--- config.mk ---
export PLATFORM = sky130hd
export DESIGN_NAME = qpulse_dispatcher
export DESIGN_NICKNAME = d
export VERILOG_FILES = /design/src/rtl/qpulse_dispatcher.sv
export SDC_FILE = /design/constraint.sdc
export NUM_CORES = 1
export LEC_CHECK = 0
export BUFFER_PORTS_ARGS = -buffer_cell sky130_fd_sc_hd__buf_2
export CELL_PAD_IN_SITES_DETAIL_PLACEMENT = 1
export CELL_PAD_IN_SITES_GLOBAL_PLACEMENT = 1
export CORE_UTILIZATION = 50
export DETAILED_ROUTE_END_ITERATION = 10
export PLACE_DENSITY_LB_ADDON = 0.1
export SETUP_SLACK_MARGIN = 0.05
export SLEW_MARGIN = 20
export SYNTH_ARGS = -nofsm -noshare
export SYNTH_HDL_FRONTEND = slang
export SYNTH_SLANG_ARGS = --single-unit
--- constraint.sdc ---
create_clock -name clk -period 7.98 [get_ports clk]
set_clock_uncertainty 0.05 [all_clocks]
set_input_delay 0.798 -clock clk [delete_from_list [all_inputs] [get_ports clk]]
set_output_delay 0.798 -clock clk [all_outputs]
set_load 0.02 [all_outputs]
--- src/rtl/qpulse_dispatcher.sv ---
// Pulse-descriptor dispatcher: decodes custom-0 instructions, queues pulse
// descriptors for the channel sequencers and keeps the shared timestamp.
//
// state   | meaning
// S_IDLE  | accepting instructions
// S_DELAY | counting down qdelay, instructions stalled
// S_WAIT  | stalled until the FIFO is empty and no channel is busy
module qpulse_dispatcher #(
    parameter int NUM_CH     = 4,
    parameter int FIFO_DEPTH = 8,
    parameter int TIME_W     = 32,
    localparam int CH_W      = (NUM_CH > 1) ? $clog2(NUM_CH) : 1,
    localparam int CNT_W     = $clog2(FIFO_DEPTH) + 1
) (
    input  logic              clk,
    input  logic              reset,
    input  logic              instr_valid,
    input  logic [31:0]       instr,
    input  logic [31:0]       rv1,
    output logic              instr_ready,
    output logic              pulse_valid,
    input  logic              pulse_ready,
    output logic [31:0]       pulse_addr,
    output logic [11:0]       pulse_delay,
    output logic [CH_W-1:0]   pulse_ch,
    input  logic [NUM_CH-1:0] ch_busy,
    output logic              qwait_busy,
    output logic [11:0]       qdelay,
    output logic [CNT_W-1:0]  fifo_count,
    output logic              rd_valid,
    output logic [31:0]       rd_data,
    output logic              err_illegal
);
    localparam int PTR_W = $clog2(FIFO_DEPTH);
    localparam logic [6:0] OPC_CUSTOM = 7'b0001011;

    typedef enum logic [1:0] {S_IDLE, S_DELAY, S_WAIT} state_t;

    state_t            state;
    logic [TIME_W-1:0] timestamp;
    logic [31:0]       mem_addr  [FIFO_DEPTH];
    logic [11:0]       mem_delay [FIFO_DEPTH];
    logic [CH_W-1:0]   mem_ch    [FIFO_DEPTH];
    logic [PTR_W-1:0]  wr_ptr;
    logic [PTR_W-1:0]  rd_ptr;
    logic [2:0]        funct3;
    logic              is_custom;
    logic              is_pulse;
    logic              ch_ok;
    logic              fifo_full;
    logic              accept;
    logic              push;
    logic              pop;
    logic              unused_ok;

    assign funct3      = instr[14:12];
    assign is_custom   = (instr[6:0] == OPC_CUSTOM);
    assign is_pulse    = is_custom && (funct3 == 3'b000);
    assign ch_ok       = ({27'd0, instr[11:7]} < 32'(NUM_CH));
    assign fifo_full   = (fifo_count == CNT_W'(FIFO_DEPTH));
    // A full FIFO stalls only QPULSE; a same-cycle pop does not unblock it.
    assign instr_ready = !reset && (state == S_IDLE) && !(is_pulse && fifo_full);
    assign accept      = instr_valid && instr_ready;
    assign push        = accept && is_pulse && ch_ok;
    assign pulse_valid = (fifo_count != '0);
    assign pop         = pulse_valid && pulse_ready;
    assign pulse_addr  = pulse_valid ? mem_addr[rd_ptr]  : '0;
    assign pulse_delay = pulse_valid ? mem_delay[rd_ptr] : '0;
    assign pulse_ch    = pulse_valid ? mem_ch[rd_ptr]    : '0;
    assign unused_ok   = ^{instr[19:15], rv1};

    always_ff @(posedge clk) begin
        if (push) begin
            mem_addr[wr_ptr]  <= rv1;
            mem_delay[wr_ptr] <= instr[31:20];
            mem_ch[wr_ptr]    <= instr[7 +: CH_W];
        end
    end

    always_ff @(posedge clk) begin
        if (reset) begin
            wr_ptr     <= '0;
            rd_ptr     <= '0;
            fifo_count <= '0;
        end else begin
            if (push) wr_ptr <= wr_ptr + 1'b1;
            if (pop)  rd_ptr <= rd_ptr + 1'b1;
            fifo_count <= fifo_count + CNT_W'(push) - CNT_W'(pop);
        end
    end

    always_ff @(posedge clk) begin
        if (reset) begin
            state       <= S_IDLE;
            qdelay      <= '0;
            timestamp   <= '0;
            rd_valid    <= 1'b0;
            rd_data     <= '0;
            err_illegal <= 1'b0;
            qwait_busy  <= 1'b0;
        end else begin
            rd_valid    <= 1'b0;
            err_illegal <= 1'b0;
            timestamp   <= timestamp + 1'b1;
            case (state)
                S_IDLE: begin
                    if (accept && is_custom) begin
                        case (funct3)
                            3'b000: if (!ch_ok) err_illegal <= 1'b1;
                            3'b001: begin
                                if (instr[31:20] != 12'd0) begin
                                    qdelay <= instr[31:20];
                                    state  <= S_DELAY;
                                end
                            end
                            3'b010: begin
                                state      <= S_WAIT;
                                qwait_busy <= 1'b1;
                            end
                            3'b011: begin
                                rd_valid <= 1'b1;
                                rd_data  <= 32'(timestamp);
                            end
                            3'b100: timestamp <= rv1[TIME_W-1:0];
                            default: err_illegal <= 1'b1;
                        endcase
                    end
                end
                S_DELAY: begin
                    if (qdelay == 12'd1) begin
                        qdelay <= '0;
                        state  <= S_IDLE;
                    end else begin
                        qdelay <= qdelay - 1'b1;
                    end
                end
                S_WAIT: begin
                    if (fifo_count == '0 && ch_busy == '0) begin
                        state      <= S_IDLE;
                        qwait_busy <= 1'b0;
                    end
                end
                default: state <= S_IDLE;
            endcase
        end
    end
endmodule

# --- Word-level counts from Yosys, hierarchy flattened ---
# Memories as Yosys holds them, arrays and structs flattened. A register that Yosys moved wholly into a read port is not among the register bits.
# Index checks and enable logic that the tools add are counted.
op_classes:
  add_sub_neg: 6
  order_cmp: 1
  eq_ne: 17
  muxes: 32
  bitwise_logic: 2
  n_reduce_logical: 26
op_table:
  columns: ["op", "count"]
  rows:
  - ["32-bit 2-to-1 mux", 4]
  - ["12-bit 2-to-1 mux", 5]
  - ["32-bit by 1-bit adder with 32-bit output (second input constant)", 1]
  - ["12-bit case mux with 2 select lines", 1]
  - ["3-bit 2-to-1 mux", 6]
  - ["12-bit by 1-bit equality test with 1-bit output (second input constant)", 1]
  - ["12-bit nonzero test", 1]
  - ["12-bit by 1-bit subtractor with 12-bit output (second input constant)", 1]
  - ["1-bit logical AND", 10]
  - ["2-bit 2-to-1 mux", 5]
  - ["4-bit logical NOT", 2]
  - ["2-bit by 1-bit inequality test with 1-bit output (second input constant)", 4]
  - ["4-bit AND reduction", 2]
  - ["7-bit by 4-bit equality test with 1-bit output (second input constant)", 1]
  - ["1-bit 2-to-1 mux", 7]
  - ["3-bit by 1-bit adder with 3-bit output (second input constant)", 2]
  - ["3-bit by 2-bit equality test with 1-bit output (second input constant)", 2]
  - ["2-bit case mux with 3 select lines", 1]
  - ["5-bit by 3-bit < comparator with 1-bit output (second input constant)", 1]
  - ["5-bit AND reduction", 1]
  - ["4-bit by 1-bit adder with 4-bit output", 1]
  - ["4-bit equality test (second input constant)", 1]
  - ["2-bit inequality test (second input constant)", 2]
  - ["1-bit case mux with 2 select lines", 2]
  - ["other kinds (17)", 20]
totals:
  reg_bits: 91
  ramBits: 368
  inputBits: 72
  out_inout_bits: 99
  mem_count: 3
memory_table:
  columns: ["memory", "words", "width", "rd", "rd_ports_with_merged_regs", "wr", "line_no", "text"]
  rows:
  - ["mem_addr", 8, 32, 1, 1, 1, "41", "logic [31:0] mem_addr [FIFO_DEPTH];"]
  - ["mem_delay", 8, 12, 1, 1, 1, "42", "logic [11:0] mem_delay [FIFO_DEPTH];"]
  - ["mem_ch", 8, 2, 1, 1, 1, "43", "logic [CH_W-1:0] mem_ch [FIFO_DEPTH];"]

# --- Longest topological paths before layout ---
depth:
  word_depth: 10
  ltp_mapped: 12

# --- Least setup slack after synthesis ---
# No wires, ideal clock.
synth_path:
  kind: "input -> register"
  start: "input port instr[6]"
  end: "memory mem_addr[0][0], enable pin"
  arrival_ns: 6.384
  path_slack_ns: 0.982
  cell_stages: 4
  path_cell_list: "or4b_4 nor4_4 nand2_2 nor4_1"
synth_via:
  elab_chain_cells: 10
synth_rtl:
  columns: ["item", "line_no", "text"]
  rows:
  - ["start: declaration", "18", "input logic [31:0] instr,"]
  - ["7-bit by 4-bit equality test with 1-bit output (*)", "57", "assign is_custom = (instr[6:0] == OPC_CUSTOM);"]
  - ["1-bit logical AND (*)", "58", "assign is_pulse = is_custom && (funct3 == 3'b000);"]
  - ["1-bit logical AND", "62", "assign instr_ready = !reset && (state == S_IDLE) && !(is_pulse && fifo_full);"]
  - ["1-bit logical NOT", "62", null]
  - ["1-bit logical AND", "62", null]
  - ["1-bit logical AND", "63", "assign accept = instr_valid && instr_ready;"]
  - ["1-bit logical AND (*) (2 in a row)", "64", "assign push = accept && is_pulse && ch_ok;"]
  - ["1-bit 2-to-1 mux (*)", "73", "if (push) begin"]
  - ["1-bit 2-to-1 mux (not written as such) (*)", "74", "mem_addr[wr_ptr] <= rv1;"]
  - ["end: declaration", "41", null]
# Mark *: on every way between the ends. The rest lies on a longest branch, timed or not.

==> summary.md <==
| Metric | Value |
|---|---|
| Status | `complete, no violations` |
| Slew @ Worst Pin | `1110 ps` |
| Vias in the first global route | `11,100` |
| Tot Pwr | `6.01 mW` |
| Boundary pin count | `171` |
| Clock sink count | `462` |
| Worst skew pair latency | `550 ps` |
| Worst EP arrival | `3430 ps` |
| NetSw | `1.69 mW` |
| Clock power frac | `34.0%` |
| GRT Total Usage | `22.7%` |
| Final period util | `53.6%` |
| RePlAce Congestion | `0.800` |
| PortBufs | `165` |
| Switching share of total power | `28.1%` |
| Hpwl dp | `24,700 um` |
| CTS buffer count | `47` |
| CTS tree | `built` |
| First-pass GRT wire length | `65,100 um` |
| Most instantiated library cell after synthesis | `edfxtp_1` |
| M1 WL | `19,800 um` |
| Finished Cell Area | `0.0213 mm2` |
| Initial antenna violation count | `0` |
| Layout cells sized above 1 | `27.2%` |
| DRC errors left | `0` |
| Internal power | `4.32 mW` |
| Ranking of synthesized cells by area | `edfxtp_1, mux4_2, dfxtp_1, mux2i_1, nor2_1` |
| RSZ-0062 raised after global routing | `false` |
| Uppermost routed layer | `met4` |
| Data required time of the worst path | `7130 ps` |
| Clk buf depth | `3` |
| Hold buffer count at cts | `0` |
| H-tree Lvls | `2` |
| Iteration-0 DRC Markers | `683` |
| Comb pwr share | `21.0%` |
| Metal3 WL | `2080 um` |
| Final setup fails | `0` |
| Async SR Flop Fraction | `0%` |
| Detail Route met2 WL | `19,900 um` |
| Final Hold Viols | `0` |
| Clock-pin transition on the worst setup and hold timing paths | `60 ps` |
| Die Wd | `195 um` |
| Post-CTS sizing | `0` |
| Main flop type after synthesis | `edfxtp_1` |
| Cell variety after synth | `58` |
| Fmax | `0.234 GHz` |
| Multi-input gate area | `0.00531 mm2` |
| Max VDD drop | `0.000303 V` |
| Post-synthesis net count | `1,230` |
| Syn avg cell area | `16.2 um2` |
| TritonRoute pass-1 iters | `5` |
| Grt ovf | `0` |
| Reg power frac | `45.0%` |
| Critical path type | `reg -> out` |
| Setup TNS | `0 ps` |
| Post-Route WL | `42,500 um` |
| Area Overhead vs Synth | `14.6%` |
| NumNets Final | `1,396` |
| Register Area | `0.0129 mm2` |
| Max-cap violation count | `0` |
| Cells after synthesis | `1,146` |
| Post-synthesis cell area | `0.0186 mm2` |
| Hold Path Class | `reg -> reg` |
| Post-synth EDFFs | `368` |
| PwrDens | `282 mW/mm2` |
| Leading area contributor after synthesis | `edfxtp_1` |
| Max-slew headroom | `26.0%` |
| Die Span Y | `195 um` |
| Minimum clock period | `4280 ps` |
| Starting Density | `50.8%` |
| ANT nets after route | `0` |
| Post CTS Setup Buffer Count | `0` |
| Placed cell area | `0.0198 mm2` |
| Number of placement rows | `70` |
| Post-synth top cells | `edfxtp_1, nor2_1, dfxtp_1` |
| Die area | `0.0379 mm2` |
| Worst Setup Start Kind | `flop` |
| Routed vias | `10,500` |
| Leakage | `7.01 nW` |
| Root buf cell | `clkbuf_16` |
| Fraction of the yosys area taken by sequential cells | `69.7%` |
| Critical Path Sink Type | `output pin` |
| Critical path fanouts, max | `43` |
| FILL cells | `3,447` |
| ANT cells | `0` |
| Final Slew Violations | `0` |
| Largest net degree at the start of global routing | `93` |
| Yosys top cell area share | `59.6%` |
| Core ar. | `0.0365 mm2` |
| #FFs+latches synth | `462` |
| Vias per inst | `5.77` |
| Routed len/inst | `23.4 um` |
| YS warnings | `0` |
-- per-stage QoR --
stage	cells	setup slack, ps	utilization, %	hold slack (ps)
after CTS	1816	3400	58.2	406
final	1817	3700	58.2	403
after detailed placement	1730	4010	54.3	392
after global placement	1730	4010	54.3	389
after global routing	1817	3370	58.2	422
after floorplan	1146	982	-	399
-- final timing paths --
check,start,to,slack [ps],depth (start not counted)
worst max-delay path,flop,pulse_addr[27],3700,6
worst min-delay path,rd_data[16],rd_data[16],400,2
worst max register to register,state[0],mem_ch[4][0],4820,5
worst min register to register,rd_data[16],rd_data[16],400,2
-- area by class of cell --
type                       count  share of cell area, %
clock inverter                22                  0.606
timing repair buffer         180                   4.47
clock buffer                  64                   6.06
multi-input combinational    603                   24.9
inverter                      18                  0.318
tap                          468                   2.75
sequential                   462                   60.8
-- cell families (layout without fill, tap and decap cells) --
family                   after synthesis  in the layout  share of synthesized area (%)
AO/OA/AOI/OAI                        108            108                           3.96
XOR/XNOR                              41             41                           1.94
adder cells (fa/ha/maj)               12             12                          0.850
buffers and inverters                 81            284                           2.02
flip-flops                           462            462                           69.7
multiplexers                         140            140                           13.8
AND/OR/NAND/NOR                      302            302                           7.78
-- power by group through the flow --
stage / sequential [mW] / clock, mW / combinational (mW)
CTS: 2.71 / 2.08 / 1.28
finish: 2.71 / 2.04 / 1.26
global placement: 2.76 / 0 / 1.25
detailed placement: 2.76 / 0 / 1.27
floorplan: 2.69 / 0 / 0.925
global route: 2.72 / 2.16 / 1.35
-- critical path, stage by stage, from the launching register on --
cell	delay, ps
dfxtp_4	910
buf_4	580
buf_12	310
mux4_2	540
mux2i_1	270
nor2_1	70
buf_2	190
-- routing by layer --
| layer | vias up | GRT usage (%) |
|---|---|---|
| met4 | 0 | 5.94 |
| met3 | 56 | 2.90 |
| met1 | 5412 | 33.4 |
| met2 | 266 | 35.9 |
| li1 | 4757 | - |
| met5 | - | 0 |
-- placed cells by master, fill, tap and decap left out, drive strengths merged, types with 15 or more instances in the layout --
master,instances
a211oi,38
a21oi,44
buf,180
clkbuf,64
clkinv,18
dfxtp,94
edfxtp,368
inv,19
mux2i,48
mux4,92
nand2,90
nand3,17
nor2,114
nor3,15
nor4,20
xnor2,30
-- flip-flops by register name (all words and copies together) (netlist names), 2 cells and up, named ones only --
| signal | cells |
|---|---|
| rd_ptr | 3 |
| state | 2 |
| qdelay | 12 |
| mem_delay | 96 |
| mem_addr | 256 |
| rd_data | 32 |
| wr_ptr | 3 |
| fifo_count | 4 |
| timestamp | 32 |
| mem_ch | 16 |
(Power assumes the default switching activity.)
